### config.mk
export PLATFORM = sky130hd
export DESIGN_NAME = multdiv_seq
export DESIGN_NICKNAME = d
export VERILOG_FILES = /design/src/rtl/multdiv_seq.sv
export SDC_FILE = /design/constraint.sdc
export NUM_CORES = 1
export LEC_CHECK = 0
export BUFFER_PORTS_ARGS = -buffer_cell sky130_fd_sc_hd__buf_2
export CORE_MARGIN = 2
export CORE_UTILIZATION = 35
export CTS_CLUSTER_SIZE = 28
export DETAILED_ROUTE_END_ITERATION = 8
export SYNTH_ARGS = -nofsm -noshare
export SYNTH_HDL_FRONTEND = slang
export SYNTH_SLANG_ARGS = --single-unit
### constraint.sdc
create_clock -name clk -period 9.8 [get_ports clk]
set_input_delay 0.49 -clock clk [delete_from_list [all_inputs] [get_ports clk]]
set_output_delay 0.49 -clock clk [all_outputs]
set_load 0.005 [all_outputs]
### src/rtl/multdiv_seq.sv
// Iterative signed multiply (Booth radix-2) / divide (restoring, on magnitudes) sequencer.
// One iteration per clock for WIDTH clocks, then a single-cycle ready strobe in DONE.
module multdiv_seq #(
  parameter int WIDTH = 32,
  parameter int CNT_W = 6
) (
  input  logic             clk,
  input  logic             clr,
  input  logic             ctrl_mult,
  input  logic             ctrl_div,
  input  logic [WIDTH-1:0] data_operandA,
  input  logic [WIDTH-1:0] data_operandB,
  output logic [WIDTH-1:0] data_result,
  output logic             data_exception,
  output logic             data_resultRDY,
  output logic             busy
);

  typedef enum logic [1:0] {IDLE, MULT, DIV, DONE} state_e;

  localparam int PW = 2*WIDTH + 1;
  localparam logic [CNT_W-1:0] LAST = CNT_W'(WIDTH-1);
  localparam logic [WIDTH-1:0] MIN_INT = {1'b1, {(WIDTH-1){1'b0}}};

  state_e           state_q, state_d;
  logic [CNT_W-1:0] count_q, count_d;
  logic [PW-1:0]    p_q, p_d;
  logic [WIDTH-1:0] m_q, m_d;
  logic             neg_q, neg_d;
  logic             ovf_q, ovf_d;
  logic [WIDTH-1:0] result_q, result_d;
  logic             exc_q, exc_d;

  // Operand conditioning at start
  logic             a_neg, b_neg, b_zero, div_ovf;
  logic [WIDTH-1:0] a_mag, b_mag;

  assign a_neg   = data_operandA[WIDTH-1];
  assign b_neg   = data_operandB[WIDTH-1];
  assign a_mag   = a_neg ? (-data_operandA) : data_operandA;
  assign b_mag   = b_neg ? (-data_operandB) : data_operandB;
  assign b_zero  = (data_operandB == '0);
  assign div_ovf = (data_operandA == MIN_INT) && (&data_operandB);

  // Booth step: the accumulator is widened by one bit so that subtracting MIN_INT cannot wrap.
  logic [WIDTH:0]   acc_ext, m_ext, booth_sum;
  logic [PW-1:0]    p_booth;
  logic [WIDTH:0]   prod_hi;
  logic             mult_ovf;

  assign acc_ext = {p_q[PW-1], p_q[PW-1:WIDTH+1]};
  assign m_ext   = {m_q[WIDTH-1], m_q};

  always_comb begin
    booth_sum = acc_ext;
    case (p_q[1:0])
      2'b01:   booth_sum = acc_ext + m_ext;
      2'b10:   booth_sum = acc_ext - m_ext;
      default: booth_sum = acc_ext;
    endcase
  end

  assign p_booth  = {booth_sum, p_q[WIDTH:1]};
  assign prod_hi  = p_booth[PW-1:WIDTH];
  assign mult_ovf = !((&prod_hi) || !(|prod_hi));

  // Restoring divide step: upper W+1 bits hold the partial remainder, lower W bits the quotient.
  logic [WIDTH:0]   div_shift, div_sub, div_rem;
  logic             div_ge;
  logic [WIDTH-1:0] quo_next, div_res;
  logic [PW-1:0]    p_div;

  assign div_shift = {p_q[PW-2:WIDTH], p_q[WIDTH-1]};
  assign div_ge    = (div_shift >= {1'b0, m_q});
  assign div_sub   = div_shift - {1'b0, m_q};
  assign div_rem   = div_ge ? div_sub : div_shift;
  assign quo_next  = {p_q[WIDTH-2:0], div_ge};
  assign p_div     = {div_rem, quo_next};
  assign div_res   = neg_q ? (-quo_next) : quo_next;

  always_comb begin
    state_d  = state_q;
    count_d  = count_q;
    p_d      = p_q;
    m_d      = m_q;
    neg_d    = neg_q;
    ovf_d    = ovf_q;
    result_d = result_q;
    exc_d    = exc_q;

    // A start in any state wins; multiply has priority over divide.
    if (ctrl_mult) begin
      state_d = MULT;
      count_d = '0;
      p_d     = {{(WIDTH+1){1'b0}}, data_operandB, 1'b0};
      m_d     = data_operandA;
    end else if (ctrl_div) begin
      count_d = '0;
      if (b_zero) begin
        state_d  = DONE;
        result_d = '0;
        exc_d    = 1'b1;
      end else begin
        state_d = DIV;
        p_d     = {{(WIDTH+1){1'b0}}, a_mag};
        m_d     = b_mag;
        neg_d   = a_neg ^ b_neg;
        ovf_d   = div_ovf;
      end
    end else begin
      case (state_q)
        MULT: begin
          p_d = p_booth;
          if (count_q == LAST) begin
            state_d  = DONE;
            count_d  = '0;
            result_d = p_booth[WIDTH:1];
            exc_d    = mult_ovf;
          end else begin
            count_d = count_q + CNT_W'(1);
          end
        end
        DIV: begin
          p_d = p_div;
          if (count_q == LAST) begin
            state_d  = DONE;
            count_d  = '0;
            result_d = div_res;
            exc_d    = ovf_q;
          end else begin
            count_d = count_q + CNT_W'(1);
          end
        end
        DONE:    state_d = IDLE;
        default: state_d = IDLE;
      endcase
    end
  end

  always_ff @(posedge clk) begin
    if (clr) begin
      state_q  <= IDLE;
      count_q  <= '0;
      p_q      <= '0;
      m_q      <= '0;
      neg_q    <= 1'b0;
      ovf_q    <= 1'b0;
      result_q <= '0;
      exc_q    <= 1'b0;
    end else begin
      state_q  <= state_d;
      count_q  <= count_d;
      p_q      <= p_d;
      m_q      <= m_d;
      neg_q    <= neg_d;
      ovf_q    <= ovf_d;
      result_q <= result_d;
      exc_q    <= exc_d;
    end
  end

  assign data_result    = result_q;
  assign data_exception = exc_q;
  assign data_resultRDY = (state_q == DONE);
  assign busy           = (state_q == MULT) || (state_q == DIV);

endmodule

# After elaboration in Yosys (flattened, before gate mapping)
# Cells that the tools add are included.
# classes
n_bitwise	3
magnitude_cmp	1
n_reduce_logical	20
n_mux	28
eq_ne	15
add_sub_neg	7
# ops
operator	count
$mux W32	10
$mux W65	2
$pmux W65 S2	1
$neg A32 Y32	3
$mux W33	2
$pmux W33 S2	1
$pmux W32 S2	1
$add A32 B32 Y33	1
$ge A33 B32 Y1	1
$reduce_and A33 Y1	1
$reduce_or A33 Y1	1
$sub A32 B32 Y33	1
$sub A33 B32 Y33	1
$eq A32 B32 Y1 const B	1
$logic_not A32 Y1	1
$reduce_and A32 Y1	1
$ne A3 B3 Y1 const B	3
$add A6 B1 Y6 const B	1
$eq A2 B2 Y1 const B	3
$eq A6 B5 Y1 const B	1
$mux W1	6
$mux W2	3
$mux W6	1
$reduce_and A2 Y1	3
other kinds (18)	24
# totals
wordCells	84
inputBits	68
register_bits	140
output_inout_bits	35

# Longest topological paths before layout
# logic_depth
word_depth	9
ltp_mapped	21
depth_no_buf	20

# Worst setup path before layout
# Ideal clock, no wire load.
# synth_timing
path_type	reg2reg
startpoint	register m_q[1]
endpoint	register exc_q (netlist: data_exception)
path_buffers	1
setup_time_ns	0.121
required_time_ns	9.679
slack_ns	4.751
path_stages_with_launch	22
period_less_slack_ns	5.049
arrival_ns	4.928
path_cell_list	dfxtp_1 inv_1 ha_1 or4b_1 nor3b_1 nor3b_1 and2_1 a21oi_1 xnor2_1 ha_1 clkbuf_1 a21oi_1 a21oi_1 a2111oi_0 o22ai_1 or3_1 o2111ai_1 o211ai_1 and4b_1 or4b_2 o32ai_1 nor2_1
# synth_via
elab_chain_cells	9
elab_cells_between_ends	11
cone_classes	add/sub (2); mux (4); reduce/logical (5)
# synth_rtl
element	line	text
start, declared	28	logic [WIDTH-1:0] m_q, m_d;
start signal, assigned	154	m_q <= m_d;
$sub A32 B32 Y33 / $add A32 B32 Y33 (equally long branches)	58, 57	
$pmux W33 S2 (*)	56	case (p_q[1:0])
$reduce_or A33 Y1	65	assign mult_ovf = !((&prod_hi) || !(|prod_hi));
$logic_not A1 Y1	65	
$logic_or A1 B1 Y1 (*)	65	
$logic_not A1 Y1 (*)	65	
$mux W1 (*)	114	if (count_q == LAST) begin
$pmux W1 S2 (*)	111	case (state_q)
$mux W1 (*)	97	end else if (ctrl_div) begin
end signal, assigned	149	exc_q <= 1'b0;
end signal, assigned	158	exc_q <= exc_d;
end, declared	32	logic exc_q, exc_d;
# Mark *: on every way between the ends. The rest lies on a longest branch, timed or not. The select of a mux whose other input is x is not followed.
# A chain may end at the register's enable or synchronous reset.

# Worst setup path in the final report
# Same ends and word-level chain as after synthesis.

==> flow_summary.json <==
{
  "critPathCapture": "data_exception",
  "synth_area_sq_mm": 0.0139,
  "fillers": 4156,
  "dp_hpwl_microns": 37600,
  "h-tree-depth": 4,
  "irDropWorstVdd_mv": 0.131,
  "fin_crit_ps": 6010,
  "setup_tns_ps": 0,
  "gp_congestion": 0.939,
  "port_buffers": 102,
  "slew_viol_final": 0,
  "slew_headroom_pct": 21.4,
  "cts.sinks": 140,
  "post_cts_buffers": 0,
  "die_h_microns": 204,
  "cts_buffer_depth": 2,
  "cts-resized-gates": 0,
  "fin_crit_sh_pct": 61.3,
  "route.vias.total": 14500,
  "routed_wirelength_microns": 49300,
  "worstHoldPathType": "primary input to flip-flop",
  "rsz0062_at_grt": "no",
  "syn2layout_area_growth_pct": 9.74,
  "ys.flop_type": "dfxtp_1",
  "hold_buffers": 0,
  "crit_required_ps": 10130,
  "critical_path_class": "flip-flop to flip-flop",
  "arrival_ps": 6340,
  "ys_seq_elements": 140,
  "start_util_pct": 35.2,
  "hold_slack_ps": 350,
  "dr.pass1.iters": 6,
  "first_global_vias": 13700,
  "r2r_end": "data_exception",
  "drc_errors": 0,
  "design_area_sq_mm": 0.0153,
  "ios": 103,
  "routed_via_density": 5.87,
  "antenna_found_initial": 0,
  "post_dp_cell_area_sq_mm": 0.0147,
  "regToRegSetupSlack_ps": 3790,
  "synth_top_area_cell": "dfxtp_1",
  "status": "complete, no violations",
  "synth_top_area_share_pct": 20.1,
  "clock_skew_ps": 9.12,
  "dp.cells": 2443,
  "yosysUniqueCellTypes": 85,
  "powerDensity_mw_per_mm2": 126,
  "worst_setup_path_start_kind": "flip-flop",
  "p_leak_nw": 6.08,
  "final_cell_mix": "224 x nor2_1, 171 x a21oi_1, 149 x a211oi_1, 148 x nand2_1, 140 x dfxtp_1",
  "coreArea_sq_mm": 0.0395,
  "syn-num-nets": 2067,
  "wire_per_inst_microns": 19.9,
  "drv_cap": 0,
  "netlist_instances": 1922,
  "setup_viol": 0,
  "cts_tree": "yes",
  "cp-end-kind": "flip-flop",
  "grt_max_degree": 122,
  "ant_nets": 0,
  "fin_nets": 2082,
  "final_hold_viol_count": 0,
  "clkLatencyLatePin_ps": 450,
  "first_iter_violations": 1448,
  "die_w_microns": 204,
  "final_common_cell": "nor2_1",
  "clk_pin_slew_worst_paths_ps": 60,
  "fmax_mhz": 167,
  "diodes": 0,
  "syn_avg_cell_area_sq_um": 7.25,
  "gr-total-overflow": 0,
  "path_max_fanout": 8,
  "grt_util_all_layers_pct": 23.8,
  "yosysWarnings": 0,
  "rows": 73,
  "async_reset_ff_share_pct": 0,
  "grt_pass1_wl_microns": 78300,
  "rr_startpoint": "m_q[1]",
  "cts_made_buffers": 17,
  "drive_above_1_share_pct": 9.79,
  "netlist_top_cells_area": "dfxtp_1 20%, a211oi_1 8.0%, ha_1 6.7%, a21oi_1 6.1%, nor2_1 6.1%",
  "reg2reg_depth": 20,
  "worstSetupStartpoint": "m_q[1]",
  "root_buffer": "clkbuf_16",
  "synth_edf_count": 0,
  "fin_cells": 2475,
  "dieArea_sq_mm": 0.0414,
  "seq_area_frac_synth_pct": 20.1,
  "tightest_slew_ps": 1180
}
layout make-up:
class | count | area, sq um | share of cell area, %
clock buffers | 21 | 480 | 3.14
clock inverters | 11 | 116 | 0.761
inverters | 76 | 285 | 1.87
multi-input cells | 1579 | 10300 | 67.2
flip-flops and latches | 140 | 2800 | 18.3
well taps | 525 | 657 | 4.30
repair buffers | 123 | 671 | 4.39
critical path, cell delays in order, from the launching register on:
cell and delay [ps]:
dfxtp_1 330, inv_1 140, ha_1 210, or4b_1 510
nor3b_1 470, nor3b_1 480, and2_1 320, a21oi_1 110
xnor2_1 170, ha_1 390, a21oi_1 220, a21oi_1 90
a2111oi_0 410, o22ai_1 190, or3_1 370, o2111ai_1 240
o211ai_1 180, and4b_1 260, or4b_2 580, o32ai_1 150
nor2_1 60
routing by layer:
metal  global-route usage [%]  vias to the layer above  wire length (microns)
met4                     10.6                        0                   2070
met1                     32.2                     6741                  22400
met2                     38.1                      525                  22100
li1                         -                     7179                      -
met3                     2.86                       89                   2690
met5                        0                        -                      0
cells in the mapped netlist (32+ instances only):
library cell,instances
a211oi_1,149
a21oi_1,171
clkbuf_1,99
dfxtp_1,140
ha_1,75
inv_1,74
nand2_1,148
nor2_1,226
nor2b_1,49
nor3_1,32
o21ai_0,108
o31ai_1,36
xnor2_1,82
xor2_1,70
how the worst min path moves through the flow:
stage                       from              end  depth (start not counted)
6_report       data_operandA[23]          m_q[23]                          3
3_5_place_dp     data_result[14]  data_result[14]                          2
3_3_place_gp               ovf_q            ovf_q                          2
2_1_floorplan              ovf_q            ovf_q                          2
4_1_cts        data_operandA[23]          m_q[23]                          3
5_1_grt        data_operandA[29]          m_q[29]                          3
sequential cells by signal, summed over array words and instances, names as in the netlist:
name	flops
p_q	65
data_result	32
m_q	32
count_q	6
state_q	2
data_exception	1
neg_q	1
ovf_q	1
power by group:
group	switching, mW	internal [mW]
logic	0.380	0.230
clock network	0.268	0.399
registers	0.0506	0.594
cell families after synthesis:
group,count (synthesis),share of synthesized area [%]
muxes,28,2.10
AOI/OAI and AO/OA,678,32.4
xor gates and xnor gates,152,9.55
buffers and inverters,203,6.30
DFF,140,20.1
and+or+nand+nor,644,22.5
adders and majority gates,77,7.02
metrics by stage:
| step | utilization [%] | setup WS, ps | total power, mW |
|---|---|---|---|
| final | 38.7 | 3790 | 1.92 |
| after floorplan | - | 4750 | 1.08 |
| after CTS | 38.7 | 3930 | 1.93 |
| after global placement | 37.2 | 4050 | 1.25 |
| after detailed placement | 37.2 | 3970 | 1.25 |
| after global routing | 38.7 | 3230 | 2.02 |
Note: power is estimated with default switching activity, not from simulation.
